## config.mk

```make
export PLATFORM = sky130hd
export DESIGN_NAME = instr_mem_loader
export DESIGN_NICKNAME = d
export VERILOG_FILES = /design/src/rtl/instr_mem_loader_pkg.sv /design/src/rtl/instr_mem_loader_byte_packer.sv /design/src/rtl/instr_mem_loader.sv
export SDC_FILE = /design/constraint.sdc
export NUM_CORES = 1
export LEC_CHECK = 0
export BUFFER_PORTS_ARGS = -buffer_cell sky130_fd_sc_hd__buf_2
export CAP_MARGIN = 20
export CORE_ASPECT_RATIO = 2
export CORE_UTILIZATION = 47
export CTS_CLUSTER_SIZE = 24
export DETAILED_ROUTE_END_ITERATION = 10
export PLACE_DENSITY = 0.8
export SYNTH_ARGS = -nofsm -noshare
export SYNTH_HDL_FRONTEND = slang
export SYNTH_HIERARCHICAL = 1
export SYNTH_SLANG_ARGS = --single-unit
```

## constraint.sdc

```tcl
create_clock -name clk -period 4.4 [get_ports clk]
set_clock_uncertainty 0.15 [all_clocks]
set_input_delay 0.66 -clock clk [delete_from_list [all_inputs] [get_ports clk]]
set_output_delay 0.66 -clock clk [all_outputs]
set_load 0.05 [all_outputs]
```

## src/rtl/instr_mem_loader_pkg.sv

```systemverilog
// ==========================================================================
// instr_mem_loader_pkg: shared states and constants for the loader (rev 1.0)
// ==========================================================================
`default_nettype none

package instr_mem_loader_pkg;

  localparam int BYTES_PER_WORD = 4;
  localparam int BYTE_CNT_W     = 2;
  localparam int INSTR_ADDR_W   = 30;

  typedef enum logic [1:0] {
    ST_IDLE    = 2'd0,
    ST_COLLECT = 2'd1,
    ST_WRITE   = 2'd2,
    ST_DONE    = 2'd3
  } state_t;

endpackage

`default_nettype wire

```

## src/rtl/instr_mem_loader_byte_packer.sv

```systemverilog
// ==========================================================================
// instr_byte_packer: big-endian byte-to-word packer, mod-4 count (rev 1.0)
// ==========================================================================
`default_nettype none

module instr_byte_packer
  import instr_mem_loader_pkg::*;
(
  input  logic        clk,
  input  logic        rst,
  input  logic        clear,
  input  logic        accept,
  input  logic [7:0]  byte_in,
  output logic [31:0] word,
  output logic        word_complete
);

  // Only the three older bytes need storage; the fourth is the live input.
  logic [23:0]           shift;
  logic [BYTE_CNT_W-1:0] cnt;

  assign word          = {shift, byte_in};
  assign word_complete = accept && (cnt == BYTE_CNT_W'(BYTES_PER_WORD - 1));

  always_ff @(posedge clk or posedge rst) begin
    if (rst) begin
      shift <= '0;
      cnt   <= '0;
    end else if (clear) begin
      shift <= '0;
      cnt   <= '0;
    end else if (accept) begin
      shift <= {shift[15:0], byte_in};
      cnt   <= cnt + 1'b1;
    end
  end

endmodule

`default_nettype wire

```

## src/rtl/instr_mem_loader.sv

```systemverilog
// ==========================================================================
// instr_mem_loader: byte-stream to instruction-memory write port (rev 1.0)
// ==========================================================================
`default_nettype none

module instr_mem_loader
  import instr_mem_loader_pkg::*;
#(
  parameter int                      CNT_W        = 16,
  parameter logic [INSTR_ADDR_W-1:0] BASE_DEFAULT = 30'd0
) (
  input  logic                    clk,
  input  logic                    rst,
  input  logic                    start,
  input  logic                    base_sel,
  input  logic [INSTR_ADDR_W-1:0] base_addr,
  input  logic [CNT_W-1:0]        num_words,
  input  logic                    abort,
  input  logic [7:0]              byte_in,
  input  logic                    byte_valid,
  output logic                    byte_ready,
  output logic [INSTR_ADDR_W-1:0] WriteAddress,
  output logic [31:0]             writeDataINS,
  output logic                    writeINS,
  output logic                    busy,
  output logic                    done,
  output logic [CNT_W-1:0]        words_written
);

  state_t                  state;
  state_t                  state_next;
  logic [INSTR_ADDR_W-1:0] addr;
  logic [CNT_W-1:0]        num_words_q;
  logic                    start_ok;
  logic                    accept;
  logic                    packer_clear;
  logic [31:0]             packed_word;
  logic                    word_complete;

  assign start_ok     = start && ((state == ST_IDLE) || (state == ST_DONE));
  assign accept       = (state == ST_COLLECT) && byte_valid && !abort;
  assign packer_clear = start_ok || ((state == ST_COLLECT) && abort);

  assign byte_ready = (state == ST_COLLECT);
  assign busy       = (state == ST_COLLECT) || (state == ST_WRITE);
  assign done       = (state == ST_DONE);

  instr_byte_packer u_packer (
    .clk           (clk),
    .rst           (rst),
    .clear         (packer_clear),
    .accept        (accept),
    .byte_in       (byte_in),
    .word          (packed_word),
    .word_complete (word_complete)
  );

  always_comb begin
    state_next = state;
    case (state)
      ST_IDLE, ST_DONE: begin
        if (start)
          state_next = (num_words == '0) ? ST_DONE : ST_COLLECT;
      end
      ST_COLLECT: begin
        if (abort)
          state_next = ST_IDLE;
        else if (word_complete)
          state_next = ST_WRITE;
      end
      ST_WRITE: begin
        // Abort still lets this write land, but overrides the DONE exit.
        if (abort)
          state_next = ST_IDLE;
        else if ((words_written + 1'b1) == num_words_q)
          state_next = ST_DONE;
        else
          state_next = ST_COLLECT;
      end
      default: state_next = ST_IDLE;
    endcase
  end

  always_ff @(posedge clk or posedge rst) begin
    if (rst) begin
      state         <= ST_IDLE;
      writeINS      <= 1'b0;
      addr          <= '0;
      num_words_q   <= '0;
      words_written <= '0;
      WriteAddress  <= '0;
      writeDataINS  <= '0;
    end else begin
      state    <= state_next;
      writeINS <= (state_next == ST_WRITE);
      if (start_ok) begin
        addr          <= base_sel ? base_addr : BASE_DEFAULT;
        num_words_q   <= num_words;
        words_written <= '0;
      end
      if (word_complete) begin
        WriteAddress <= addr;
        writeDataINS <= packed_word;
      end
      if (state == ST_WRITE) begin
        words_written <= words_written + 1'b1;
        addr          <= addr + 1'b1;
      end
    end
  end

endmodule

`default_nettype wire

```

# After elaboration in Yosys (flattened, before gate mapping)
# Cells that the tools add are included.
# totals
regBits	153
out_inout_bits	82
wordCells	48
# classes
n_addsub	3
eq_ne	6
n_mux	16
reduce_logical	14
# ops
op	count
30-bit 2-to-1 mux	3
24-bit 2-to-1 mux	2
16-bit 2-to-1 mux	2
30-bit by 1-bit adder with 30-bit output (second input constant)	1
16-bit by 1-bit adder with 16-bit output (second input constant)	1
16-bit == test	1
16-bit zero test	1
2-bit 2-to-1 mux	8
2-bit == test (second input constant)	4
2-bit case mux with 3 select lines	1
1-bit logical AND	5
2-bit nonzero test	2
1-bit logical OR	3
2-bit by 1-bit adder with 2-bit output (second input constant)	1
2-bit by 1-bit == test with 1-bit output (second input constant)	1
2-bit zero test	1
2-bit OR reduction	1
1-bit zero test	1

# Depth between registers and ports, before layout
# logic_depth
word_depth	8
depth_mapped	12
mapped_depth_nobuf	9

# Cells and area by module
# Netlist, hierarchy kept.
# by_module_without_submodules
mod	n_inst	cells_per_inst	area_each_um2
instr_mem_loader	1	620	6227.2
instr_byte_packer	1	95	1158.6

# Worst setup path before layout
# No wires, ideal clock.
# synth_path
kind	flip-flop to flip-flop
from	register state[1]
to	register WriteAddress[0]
setup_time_ps	125
t_arrival_ps	2626
required_ps	4125
path_slack_ps	1500
path_stages_with_launch	11
n_path_buf	4
period_less_slack_ps	2900
path_cell_list	dfrtp_1 -> inv_1 -> ha_1 -> nand2b_1 -> nor2_1 -> buf_6 -> buf_12 -> and2_1 -> clkbuf_1 -> clkbuf_1 -> mux2_2
# synth_via
elab_chain_len	4
# synth_rtl
item	line_no	source
from (decl)	instr_mem_loader.sv:30	state_t state;
from (signal assigned)	instr_mem_loader.sv:94	state <= state_next;
2-bit by 1-bit == test with 1-bit output	-	
named net byte_ready	instr_mem_loader.sv:21	output logic byte_ready,
1-bit logical AND (2 in series)	instr_mem_loader.sv:41	assign accept = (state == ST_COLLECT) && byte_valid && !abort;
named net accept	instr_mem_loader.sv:35	logic accept;
1-bit logical AND	instr_mem_loader_byte_packer.sv:23	assign word_complete = accept && (cnt == BYTE_CNT_W'(BYTES_PER_WORD - 1));
named net word_complete	instr_mem_loader.sv:38	logic word_complete;
to (signal assigned)	instr_mem_loader.sv:102	WriteAddress <= addr;
to (decl)	instr_mem_loader.sv:22	output logic [INSTR_ADDR_W-1:0] WriteAddress,
# The timed path passes the listed nets, and every way through them passes these cells.
# A chain may end at the register's enable or synchronous reset.

# Worst setup path in the final report
# layout_path
from	register state[0]
to	register addr[22]
# layout_via
elab_chain_len	4
word_cells_on_any_way	7
cone_classes	eq/ne (2); mux (1); reduce/logical (4)
# layout_rtl
item	line_no	source
2-bit == test or 2-bit zero test (tied branches)	instr_mem_loader.sv:40	assign start_ok = start && ((state == ST_IDLE) || (state == ST_DONE));
1-bit logical OR	instr_mem_loader.sv:40	
1-bit logical AND	instr_mem_loader.sv:40	
2-bit nonzero test (no source line)	-	
to (signal assigned)	instr_mem_loader.sv:97	addr <= base_sel ? base_addr : BASE_DEFAULT;
to (signal assigned)	instr_mem_loader.sv:107	addr <= addr + 1'b1;
to (decl)	instr_mem_loader.sv:32	logic [INSTR_ADDR_W-1:0] addr;
# Several ways; a longest one is shown, not always the timed one.

==> flow_metrics.py <==
metrics = {
    "synth": {
        "syn_area_mm2": 0.00739,
        "async_flop_share_pct": 100,
        "syn-num-nets": 781,
        "synth.area.top_cells": "dfrtp_1 52%, mux2_2 9.5%, nand2_1 5.6%",
        "synthCells": 715,
        "seq_area_frac_synth_pct": 51.8,
        "ys_types": 57,
        "synthFlopType": "dfrtp_1",
        "synth_edf_count": 0,
        "synth_top_area_cell": "dfrtp_1",
        "ys_warn_count": 6,
        "ys_seq_elements": 153,
        "synth.top_cell.area_share_pct": 51.8,
        "synth.avg_cell_area_um2": 10.3,
    },
    "cts": {
        "clockBufferDepth": 2,
        "clkLatencyLatePin_ps": 420,
        "cts.sinks": 153,
        "cts_tree": "done",
        "cts_made_buffers": 17,
        "postCtsSetupBuffers": 0,
        "root_buffer": "clkbuf_16",
        "cts_resized": 0,
        "htreeDepth": 4,
        "path_clk_slew_ps": 60,
    },
    "setup_path": {
        "r2r_setup_slack_ps": 1410,
        "required_ps": 4560,
        "critical_path_class": "reg2reg",
        "rr_startpoint": "state[0]",
        "path_cells": "inv_1 -> ha_2 -> and2_1 -> nand2_1 -> a21oi_1 -> a41o_1 -> nor2_1",
        "setup.worst_path.start_class": "flop",
        "worstSetupEndpointType": "flop",
        "startpoint": "state[0]",
        "endpoint": "addr[22]",
        "cp_max_fo": 26,
        "critPathMaxStageDelay_ps": 700,
        "cp_data_arrival_time_ps": 3150,
        "r2r_end": "addr[22]",
        "crit_family": "simple AND/OR/NAND/NOR gates",
        "slowest_stage": "and2_1",
        "path_depth": 7,
        "cp_num_buf_inv": 1,
        "rr_worst_depth": 7,
    },
    "sta": {
        "worst_pin_slew_ps": 980,
        "rsz0062_at_grt": "no",
        "finalMaxSlewViolations": 0,
        "final.setup.worst_slack_ps": 1410,
        "hold_violations": 0,
        "slew-limit-headroom_pct": 34.5,
        "fmax_mhz": 335,
        "finalSetupTns_ps": 0,
        "period_minus_slack_ps": 2990,
        "setup_viol": 0,
        "fin_crit_sh_pct": 67.9,
    },
    "global_routing": {
        "grt_pass1_vias": 5860,
        "gr-total-overflow": 0,
        "grt_start_max_net_pins": 70,
        "grt_pass1_wl_um": 29200,
        "track_usage_pct": 23.2,
        "antenna_found_initial": 0,
    },
    "power": {
        "power_leakage_uw": 0.00436,
        "intPower_uw": 3130,
        "p_sw_share_pct": 37.1,
        "pwr-share-comb_pct": 29.5,
        "power.density_mw_per_mm2": 564,
        "power_frac_seq_pct": 39.4,
        "power_frac_clock_pct": 31.0,
        "max-vdd-ir-drop_uv": 376,
        "p_switching_uw": 1850,
    },
    "final_layout": {
        "area_growth_pct": 19.3,
        "num_antenna_cells": 0,
        "drive_above_1_share_pct": 29.8,
        "fin_nets": 901,
        "fin_area_mm2": 0.00881,
        "layout.cells.non_filler": 1046,
        "n_fill_cell": 1357,
    },
    "die": {
        "num_io_pins": 142,
        "start_util_pct": 48.3,
        "row_count": 64,
        "dieArea_mm2": 0.0162,
        "die_h_um": 179,
        "core_mm2": 0.0153,
        "fp.dieW_um": 90.6,
    },
    "worst_hold_path": {
        "hold_class": "in2reg",
    },
    "drt": {
        "routed_via_density": 5.63,
        "vias": 5891,
        "ant_nets": 0,
        "wl_per_cell_um": 17.5,
        "dr.pass1.iters": 5,
        "wl_um": 18300,
        "drt_iter0_drc": 285,
        "drc_errors": 0,
    },
    "placement": {
        "dpl_worst_slack_ps": 1450,
        "placed_cells": 1012,
        "dp_hpwl_um": 13300,
        "place_congestion": 0.857,
        "port_buffers": 141,
        "dpl-instance-area_mm2": 0.00815,
    },
    "outcome": {
        "status": "finished clean",
    },
    "run": {
        "cap_violations": 0,
    },
}
[synthesized netlist by cell type (6+ instances only)]
cell type,number
a211oi_1,7
a21oi_1,46
and2_1,7
and3_1,15
buf_2,8
buf_4,9
clkbuf_1,23
dfrtp_1,153
ha_1,6
inv_1,9
mux2_2,62
mux2i_1,25
nand2_1,110
nand3_1,32
nand4_1,9
nor2_1,48
nor3_1,6
o21ai_0,37
xnor2_1,21
xor2_1,8
[flip-flops by register name, summed over array words and instances, names as in the netlist, 2 cells and up]
signal,count
addr,30
words_written,16
state,2
u_packer/shift,24
u_packer/cnt,2
num_words_q,16
writeDataINS,32
WriteAddress,30
[logic make-up (layout without fill, tap and decap cells)]
group	count (synthesis)	in the layout	synth area share (%)
simple gates	255	255	16.3
fa+ha+maj	6	6	1.02
buf+inv	58	191	4.10
xor+xnor	29	29	3.44
mux	87	87	12.8
compound gates	127	127	10.5
flops	153	153	51.8
[cells in the final DEF, fill, tap and decap left out, drive strengths merged, types with 5 or more instances in the layout]
cell type,netlist,routed
dfrtp,153,153
buf,25,149
nand2,110,110
mux2,62,62
nor2,49,49
a21oi,46,46
o21ai,37,37
nand3,33,33
mux2i,25,25
xnor2,21,21
clkbuf,24,19
and3,16,16
inv,9,12
nand4,9,9
xor2,8,8
a211oi,7,7
and2,7,7
nor3,7,7
ha,6,6
a31oi,5,5
or3,5,5
a311oi,5,5
and4,5,5
nor4,5,5
[per-stage QoR]
| stage | hold slack, ps | power, uW | utilization, % |
|---|---|---|---|
| after floorplan | 315 | 3030 | - |
| after global placement | 332 | 3390 | 53.3 |
| after detailed placement | 339 | 3430 | 53.3 |
| after CTS | 284 | 5000 | 57.4 |
| after global routing | 295 | 5260 | 57.6 |
| final | 296 | 4970 | 57.6 |
[worst min-delay path, cell delays in order]
cell and delay, ps:
buf_2 90, nand2_1 40, nand2_1 50
[area by class of cell]
cell class	count	area [um^2]	area share [%]
Tap cell	198	248	2.81
Clock buffer	19	433	4.91
Timing Repair Buffer	150	808	9.17
Inverter	9	36.3	0.412
Sequential cell	153	3830	43.4
Multi-Input combinational cell	504	3270	37.1
Clock inverter	13	194	2.20
[routing by layer]
| metal | track usage, % | share of wire (%) | routed length, um | vias to the layer above |
|---|---|---|---|---|
| met5 | 0 | 0 | 0 | - |
| met4 | 13.3 | 4.4 | 801 | 0 |
| met3 | 4.28 | 4.2 | 760 | 58 |
| met2 | 42.0 | 54 | 9950 | 193 |
| met1 | 25.0 | 37 | 6750 | 2881 |
| li1 | - | - | - | 2759 |
[worst min path at each step]
stage | start | endpoint | slack, ps | depth (start not counted)
global placement | num_words_q[3] | num_words_q[3] | 330 | 2
floorplan | num_words_q[0] | num_words_q[0] | 320 | 2
CTS | num_words[7] | num_words_q[7] | 280 | 3
global route | num_words[7] | num_words_q[7] | 300 | 3
detailed placement | num_words_q[15] | num_words_q[15] | 340 | 2
finish | num_words[7] | num_words_q[7] | 300 | 3
[power groups by stage]
stage	clock (uW)	sequential, uW	combinational [uW]
floorplan	0	1940	1100
finish	1540	1960	1470
global route	1640	1990	1630
CTS	1580	1960	1460
detailed placement	0	1980	1450
global placement	0	1970	1420
[repair_timing]
item                                    CTS  global route
endpoints found under the setup margin    0             0
endpoints found under the hold margin     0             1
hold buffers                              0             1
No activity file was read; power rests on OpenSTA's default activity.
